===== src/rtl/ram_arbiter.sv =====
// Two-port arbiter sharing one asynchronous SRAM between instruction fetch (IF)
// and the data stage (MEM); each access runs IDLE -> ACCESS -> DONE.
module ram_arbiter #(
  parameter int ADDR_W   = 18,
  parameter int DATA_W   = 16,
  parameter int WAIT_CYC = 1
) (
  input  logic              clk,
  input  logic              rst,
  input  logic              if_req,
  input  logic [ADDR_W-1:0] if_addr,
  output logic [DATA_W-1:0] if_data,
  output logic              if_ack,
  input  logic              mem_re,
  input  logic              mem_we,
  input  logic [ADDR_W-1:0] mem_addr,
  input  logic [DATA_W-1:0] mem_wdata,
  output logic [DATA_W-1:0] mem_rdata,
  output logic              mem_ack,
  output logic              ram_pause,
  output logic [ADDR_W-1:0] ram_addr,
  output logic [DATA_W-1:0] ram_wdata,
  input  logic [DATA_W-1:0] ram_rdata,
  output logic              ram_en_n,
  output logic              ram_oe_n,
  output logic              ram_we_n,
  output logic              ram_data_oe,
  output logic [1:0]        dbg_state
);

  typedef enum logic [1:0] {IDLE = 2'd0, ACCESS = 2'd1, DONE = 2'd2} state_t;
  localparam logic [3:0] LAST = 4'(WAIT_CYC);

  state_t            state_q, state_d;
  logic [3:0]        cnt_q, cnt_d;
  logic [1:0]        starve_q, starve_d;
  logic              sel_mem_q, sel_mem_d;
  logic              is_wr_q, is_wr_d;
  logic [ADDR_W-1:0] addr_q, addr_d;
  logic [DATA_W-1:0] wdata_q, wdata_d;
  logic [DATA_W-1:0] if_data_q, if_data_d;
  logic [DATA_W-1:0] mem_rdata_q, mem_rdata_d;
  logic              if_ack_q, if_ack_d;
  logic              mem_ack_q, mem_ack_d;
  logic              en_n_q, en_n_d;
  logic              oe_n_q, oe_n_d;
  logic              we_n_q, we_n_d;
  logic              doe_q, doe_d;
  logic              mem_req;
  logic              grant_if;

  // Handshake: a requester raises its request and holds it (with address/data
  // stable) until its one-cycle ack; the arbiter samples requests only in IDLE.
  assign mem_req = mem_re | mem_we;

  always_comb begin
    state_d     = state_q;
    cnt_d       = cnt_q;
    starve_d    = starve_q;
    sel_mem_d   = sel_mem_q;
    is_wr_d     = is_wr_q;
    addr_d      = addr_q;
    wdata_d     = wdata_q;
    if_data_d   = if_data_q;
    mem_rdata_d = mem_rdata_q;
    if_ack_d    = 1'b0;
    mem_ack_d   = 1'b0;
    en_n_d      = 1'b1;
    oe_n_d      = 1'b1;
    we_n_d      = 1'b1;
    doe_d       = 1'b0;
    grant_if    = 1'b0;
    case (state_q)
      IDLE: begin
        if (if_req || mem_req) begin
          // MEM wins ties unless it has already won twice while IF waited.
          grant_if  = if_req && (!mem_req || starve_q == 2'd2);
          sel_mem_d = !grant_if;
          is_wr_d   = !grant_if && mem_we;
          addr_d    = grant_if ? if_addr : mem_addr;
          wdata_d   = mem_wdata;
          starve_d  = (grant_if || !if_req) ? 2'd0 : starve_q + 2'd1;
          cnt_d     = 4'd0;
          state_d   = ACCESS;
          en_n_d    = 1'b0;
          oe_n_d    = is_wr_d;
          we_n_d    = !is_wr_d;
          doe_d     = is_wr_d;
        end
      end
      ACCESS: begin
        if (cnt_q == LAST) begin
          state_d = DONE;
          if (!is_wr_q) begin
            if (sel_mem_q) mem_rdata_d = ram_rdata;
            else           if_data_d   = ram_rdata;
          end
          if_ack_d  = !sel_mem_q;
          mem_ack_d = sel_mem_q;
        end else begin
          cnt_d  = cnt_q + 4'd1;
          en_n_d = 1'b0;
          oe_n_d = is_wr_q;
          // Write strobe releases one cycle early so address/data hold past it.
          we_n_d = !(is_wr_q && (cnt_q + 4'd1 != LAST));
          doe_d  = is_wr_q;
        end
      end
      default: state_d = IDLE;
    endcase
  end

  always_ff @(posedge clk) begin
    if (rst) begin
      state_q     <= IDLE;
      cnt_q       <= 4'd0;
      starve_q    <= 2'd0;
      sel_mem_q   <= 1'b0;
      is_wr_q     <= 1'b0;
      addr_q      <= '0;
      wdata_q     <= '0;
      if_data_q   <= '0;
      mem_rdata_q <= '0;
      if_ack_q    <= 1'b0;
      mem_ack_q   <= 1'b0;
      en_n_q      <= 1'b1;
      oe_n_q      <= 1'b1;
      we_n_q      <= 1'b1;
      doe_q       <= 1'b0;
    end else begin
      state_q     <= state_d;
      cnt_q       <= cnt_d;
      starve_q    <= starve_d;
      sel_mem_q   <= sel_mem_d;
      is_wr_q     <= is_wr_d;
      addr_q      <= addr_d;
      wdata_q     <= wdata_d;
      if_data_q   <= if_data_d;
      mem_rdata_q <= mem_rdata_d;
      if_ack_q    <= if_ack_d;
      mem_ack_q   <= mem_ack_d;
      en_n_q      <= en_n_d;
      oe_n_q      <= oe_n_d;
      we_n_q      <= we_n_d;
      doe_q       <= doe_d;
    end
  end

  assign if_data     = if_data_q;
  assign mem_rdata   = mem_rdata_q;
  assign if_ack      = if_ack_q;
  assign mem_ack     = mem_ack_q;
  assign ram_addr    = addr_q;
  assign ram_wdata   = wdata_q;
  assign ram_en_n    = en_n_q;
  assign ram_oe_n    = oe_n_q;
  assign ram_we_n    = we_n_q;
  assign ram_data_oe = doe_q;
  assign dbg_state   = state_q;
  assign ram_pause   = (if_req & ~if_ack_q) | (mem_req & ~mem_ack_q);

endmodule


===== config.mk =====
export PLATFORM = sky130hd
export DESIGN_NAME = ram_arbiter
export DESIGN_NICKNAME = d
export VERILOG_FILES = /design/src/rtl/ram_arbiter.sv
export SDC_FILE = /design/constraint.sdc
export NUM_CORES = 1
export LEC_CHECK = 0
export CAP_MARGIN = 10
export CORE_AREA = 2 2 84 86
export DETAILED_ROUTE_END_ITERATION = 10
export DIE_AREA = 0 0 86 88
export DONT_BUFFER_PORTS = 1
export HOLD_SLACK_MARGIN = 0.1
export PLACE_DENSITY = 0.69
export RECOVER_POWER = 25
export SLEW_MARGIN = 15
export SYNTH_ARGS = -nofsm -noshare
export SYNTH_HDL_FRONTEND = slang
export SYNTH_SLANG_ARGS = --single-unit

===== constraint.sdc =====
create_clock -name clk -period 1.85 [get_ports clk]
set_input_delay 0.37 -clock clk [delete_from_list [all_inputs] [get_ports clk]]
set_output_delay 0.37 -clock clk [all_outputs]
set_load 0.05 [all_outputs]

# --- Word-level counts from Yosys, hierarchy flattened ---
# Cells that the tools add are included.
word_totals:
  output_inout_bits: 75
  regBits: 82
  input_bits: 73
op_classes:
  n_addsub: 2
  mux: 20
  reduce_logical: 20
  n_bitwise: 10
  eq_ne: 7
ops:
  columns: ["operator", "count"]
  rows:
  - ["18-bit two-way mux", 1]
  - ["1-bit two-way mux", 8]
  - ["4-bit two-way mux", 2]
  - ["1-bit case mux with 2 select lines", 4]
  - ["4-bit case mux with 2 select lines", 1]
  - ["4-bit AND reduction", 2]
  - ["1-bit zero test", 6]
  - ["2-bit two-way mux", 3]
  - ["2-bit inequality test (second input constant)", 3]
  - ["1-bit NOT", 6]
  - ["4-bit by 1-bit adder with 4-bit output (second input constant)", 1]
  - ["4-bit by 1-bit == test with 1-bit output (second input constant)", 1]
  - ["4-bit by 1-bit inequality test with 1-bit output (second input constant)", 1]
  - ["2-bit case mux with 2 select lines", 1]
  - ["2-bit AND reduction", 2]
  - ["1-bit logical AND", 3]
  - ["1-bit logical OR", 3]
  - ["3-bit AND reduction", 1]
  - ["3-bit OR reduction", 1]
  - ["2-bit by 1-bit adder with 2-bit output (second input constant)", 1]
  - ["1-bit bitwise AND", 2]
  - ["2-bit by 1-bit == test with 1-bit output (second input constant)", 1]
  - ["2-bit == test (second input constant)", 1]
  - ["2-bit zero test", 1]
  - ["other kinds (2)", 3]

# --- Depth between registers and ports, before layout ---
logic_depth:
  ltp_word: 9
  depth_mapped: 7
  depth_no_buf: 5

# --- Worst setup path after synthesis ---
# OpenSTA, ideal clock, no wires.
synth_timing:
  path_kind: "register to register"
  startpoint: "register state_q[0], in the netlist dbg_state[0]"
  endpoint: "register if_data_q[12], in the netlist if_data[12]"
  n_path_buf: 2
  period_less_slack_ns: 1.781
  t_arrival_ns: 1.649
  path_slack_ns: 0.069
  path_stages_with_launch: 6
  cell_sequence: "dfxtp_1 buf_6 or4b_4 buf_6 o21ai_0 a21oi_1"
synth_between:
  elab_chain_cells: 2
synth_lines:
  columns: ["item", "line", "source"]
  rows:
  - ["start: declaration", "34", "state_t state_q, state_d;"]
  - ["start signal: assignment", "131", "state_q <= state_d;"]
  - ["2-bit by 1-bit == test with 1-bit output", "73", "case (state_q)"]
  - ["4-bit AND reduction (no line)", null, null]
  - ["end signal: assignment", "138", "if_data_q <= if_data_d;"]
  - ["end: declaration", "41", "logic [DATA_W-1:0] if_data_q, if_data_d;"]
# Every way passes these cells.
# A chain may end at the register's enable or synchronous reset.

# --- Final worst setup path ---
layout_timing:
  startpoint: "register cnt_q[0]"
  endpoint: "register if_data_q[13], in the netlist if_data[13]"
layout_between:
  elab_chain_cells: 2
layout_lines:
  columns: ["item", "line", "source"]
  rows:
  - ["start: declaration", "35", "logic [3:0] cnt_q, cnt_d;"]
  - ["start signal: assignment", "132", "cnt_q <= cnt_d;"]
  - ["4-bit by 1-bit == test with 1-bit output", "92", "if (cnt_q == LAST) begin"]
  - ["4-bit AND reduction (no line)", null, null]
# Every way passes these cells.

==> flow_summary.yaml <==
route:
  drt_first_iter_violations: 261
  via_per_inst: 6.61
  num_vias: 3205
  ant_nets: 0
  firstDrtPassIters: 4
  routed_wl_um: 8980
  wl_per_cell_um: 18.5
  remaining_drc_errors: 0
critical_path:
  r2r_cells: 5
  critPathBufInv: 1
  r2r_setup_slack_ns: 0.13
  critPathRequiredTime_ns: 2.09
  crit_family: "simple AND/OR/NAND/NOR gates"
  r2r-end: "if_data[13]"
  slowest_delay_ns: 0.47
  worst-path-max-fanout: 32
  cp_data_arrival_time_ns: 1.97
  cp-end-kind: "flip-flop"
  r2r-start: "cnt_q[0]"
  crit_chain: "ha_1 -> or3b_1 -> buf_12 -> o21ai_0 -> a21oi_1"
  cp-start-kind: "flip-flop"
  critical_path_class: "flip-flop to flip-flop"
  crit_slowest_cell: "or3b_1"
yosys:
  synth_cell_types: 45
  synth_top_area_share_pct: 46.3
  ys_top_cells_by_area: "dfxtp_1 46%, a21oi_1 10%, nand3_1 9.7%"
  yosysSeqAreaShare_pct: 46.3
  ys_warn_count: 0
  yosys.area.top_type: "dfxtp_1"
  synth_cells: 419
  synth_seq_cells: 82
  synth_nets: 496
  ys.flop_type: "dfxtp_1"
  synth_area_per_cell_um2: 8.46
  synth-edff-count: 0
  syn_area_um2: 3540
  async_flop_share_pct: 0
worst_hold_path:
  holdCritStartpoint: "rst"
  whs_endpoint: "mem_rdata[9]"
  hold_class: "primary input to flip-flop"
  hold_depth: 1
cts:
  h-tree-depth: 3
  clock-root-buffer: "clkbuf_8"
  clock_latency_ns: 0.36
  clkTransAtPathRegs_ns: 0.10
  cts_tree: "done"
  numCtsBuffers: 9
  ctsLongestPathBuffers: 2
  cts.sinks: 82
floorplan:
  initial_core_util_pct: 53.3
  ioPinCount: 148
  dieArea_um2: 7570
  row_count: 30
  dieHeight_um: 88
  core-area_um2: 6640
  fp.dieW_um: 86
layout:
  antenna_cells_inserted: 0
  stdcell_count: 485
  syn_to_final_growth_pct: 7.34
  finalNetCount: 477
  nFillCells: 613
  drive_gt1_share_pct: 9.88
global_route:
  grt_usage_pct: 22.6
  grt_pass1_vias: 2942
  grt_start_max_net_pins: 90
  grt_pass1_wl_um: 13900
  overflow: 0
  antenna_found_initial: 0
sta:
  tightestPinTransition_ns: 0.615
  hold_viol_final: 0
  fin_tns_setup_ns: 0
  skew_ns: 0.0128
  slew_headroom_pct: 59.1
  rsz0062_at_grt: "no"
  max_freq_mhz: 581
  setup_violations: 0
  min_period_ns: 1.72
  maxSlewViolCount: 0
  fin_crit_sh_pct: 93.1
placed_design:
  io_buffers: 0
  gp_congestion: 0.829
  placedCellCount: 469
  dp_hpwl_um: 5810
power_and_ir_drop:
  p_int_uw: 2890
  p_switching_uw: 1460
  leakagePower_uw: 0.00124
  irDropWorstVdd_v: 0.000581
  powerDensity_nw_per_um2: 1150
  sw_frac_of_total_pct: 33.6
  clkPwrFrac_pct: 34.4
  combPwrFrac_pct: 12.2
  seq_power_share_pct: 53.4
job:
  drv_cap: 0
run_status:
  status: "finished clean"
cell families (layout without fill, tap and decap cells):
kind of cell / Yosys count / in the layout / share of synthesized area, %
AOI/OAI and AO/OA: 174 / 174 / 27.5
and+or+nand+nor: 107 / 107 / 17.6
DFF: 82 / 82 / 46.3
buffers and inverters: 52 / 38 / 7.13
adders and majority gates: 4 / 4 / 1.41
per-layer routing:
layer | global-route usage (%) | wire length [um] | share of wire, % | up-vias
met5 | 0 | 0 | 0 | -
met4 | 6.93 | 114 | 1.3 | 0
met3 | 7.45 | 812 | 9.0 | 11
met2 | 35.6 | 4290 | 48 | 152
met1 | 29.5 | 3760 | 42 | 1530
li1 | - | - | - | 1512
cell usage after synthesis (all sizes together) (2+ instances only):
library cell,number
nand2,2
nand4b,2
o22ai,2
clkbuf,26
a311oi,19
nor4,2
inv,5
buf,21
nand3,69
a21oi,73
dfxtp,82
nor2,5
or4,2
nor3,5
o211ai,2
nor2b,2
o21bai,2
nand2b,2
ha,4
nor3b,5
o21ai,70
registers in the layout, summed over array words and instances, names as in the netlist:
signal and flops:
mem_ack 1, if_ack 1, if_data 16, cnt_q 4
ram_en_n 1, ram_oe_n 1, ram_addr 18, mem_rdata 16
ram_data_oe 1, sel_mem_q 1, ram_wdata 16, is_wr_q 1
starve_q 2, ram_we_n 1, dbg_state 2
power by group through the flow:
stage	Sequential (uW)	Clock (uW)	Combinational, uW
floorplan	2350	0	443
detailed placement	2370	0	526
global route	2340	1600	593
global placement	2360	0	514
CTS	2330	1530	526
finish	2330	1500	532
placed cells by master, fill, tap and decap left out, types with 2 or more instances in the layout:
| cell type | netlist | routed |
|---|---|---|
| nor2b_1 | 2 | 2 |
| bufinv_16 | 0 | 2 |
| nor4_1 | 2 | 2 |
| nand2_1 | 2 | 2 |
| o211ai_1 | 2 | 2 |
| inv_6 | 0 | 3 |
| o21ai_1 | 3 | 3 |
| a21oi_1 | 73 | 73 |
| o22ai_1 | 2 | 2 |
| clkbuf_8 | 0 | 10 |
| clkbuf_1 | 23 | 2 |
| a311oi_1 | 19 | 19 |
| nor3b_1 | 5 | 4 |
| nor3_1 | 4 | 4 |
| buf_12 | 0 | 2 |
| inv_1 | 4 | 4 |
| o21bai_1 | 2 | 2 |
| nand4b_1 | 2 | 2 |
| buf_4 | 1 | 13 |
| ha_1 | 4 | 4 |
| o21ai_0 | 67 | 67 |
| nor2_1 | 3 | 3 |
| nand2b_1 | 2 | 2 |
| nand3_1 | 69 | 69 |
| dfxtp_1 | 82 | 82 |
| or4_1 | 2 | 2 |
metrics by stage:
stage / util, % / worst slack, ns / cell area, um^2 / total power [uW] / hold WS, ns
5_1_grt: 57.3 / 0.0195 / 3800 / 4530 / 0.0569
3_5_place_dp: 53.7 / 0.0604 / 3570 / 2890 / 0.451
6_report: 57.3 / 0.128 / 3800 / 4360 / 0.0893
3_3_place_gp: 53.7 / 0.106 / 3570 / 2880 / 0.450
4_1_cts: 57.2 / 0.0413 / 3800 / 4380 / 0.0569
2_1_floorplan: - / 0.0686 / 3540 / 2790 / 0.450
worst register-to-register path, delay by kind of cell (launching register included):
family | cells | cell delay (ns)
compound gates | 2 | 0.27
fa+ha+maj | 1 | 0.21
buf+inv | 1 | 0.21
flops | 1 | 0.45
simple gates | 1 | 0.47
cell type report:
type	instances	area, um^2	area share, %
clock inverters	6	95.1	2.50
flip-flops and latches	82	1640	43.2
clock buffers	10	138	3.62
repair buffers	17	145	3.82
multi-input cells	285	1670	43.8
well taps	80	100	2.63
inverters	5	18.8	0.493
repair_timing:
action / in CTS / in global routing
endpoints found under the setup margin: 0 / 4
setup buffers: 0 / 0
resized for setup: 0 / 2
endpoints found under the hold margin: 76 / 76
how the worst max path moves through the flow:
| stage | slack [ns] | start | depth (start not counted) | endpoint |
|---|---|---|---|---|
| final | 0.13 | cnt_q[0] | 5 | if_data[13] |
| after global routing | 0.02 | cnt_q[1] | 6 | mem_rdata[12] |
| after CTS | 0.04 | cnt_q[0] | 5 | ram_we_n |
| after detailed placement | 0.06 | cnt_q[0] | 5 | ram_we_n |
| after global placement | 0.11 | cnt_q[0] | 5 | ram_we_n |
| after floorplan | 0.07 | dbg_state[0] | 5 | if_data[12] |
Power figures use the tool's default switching activity.
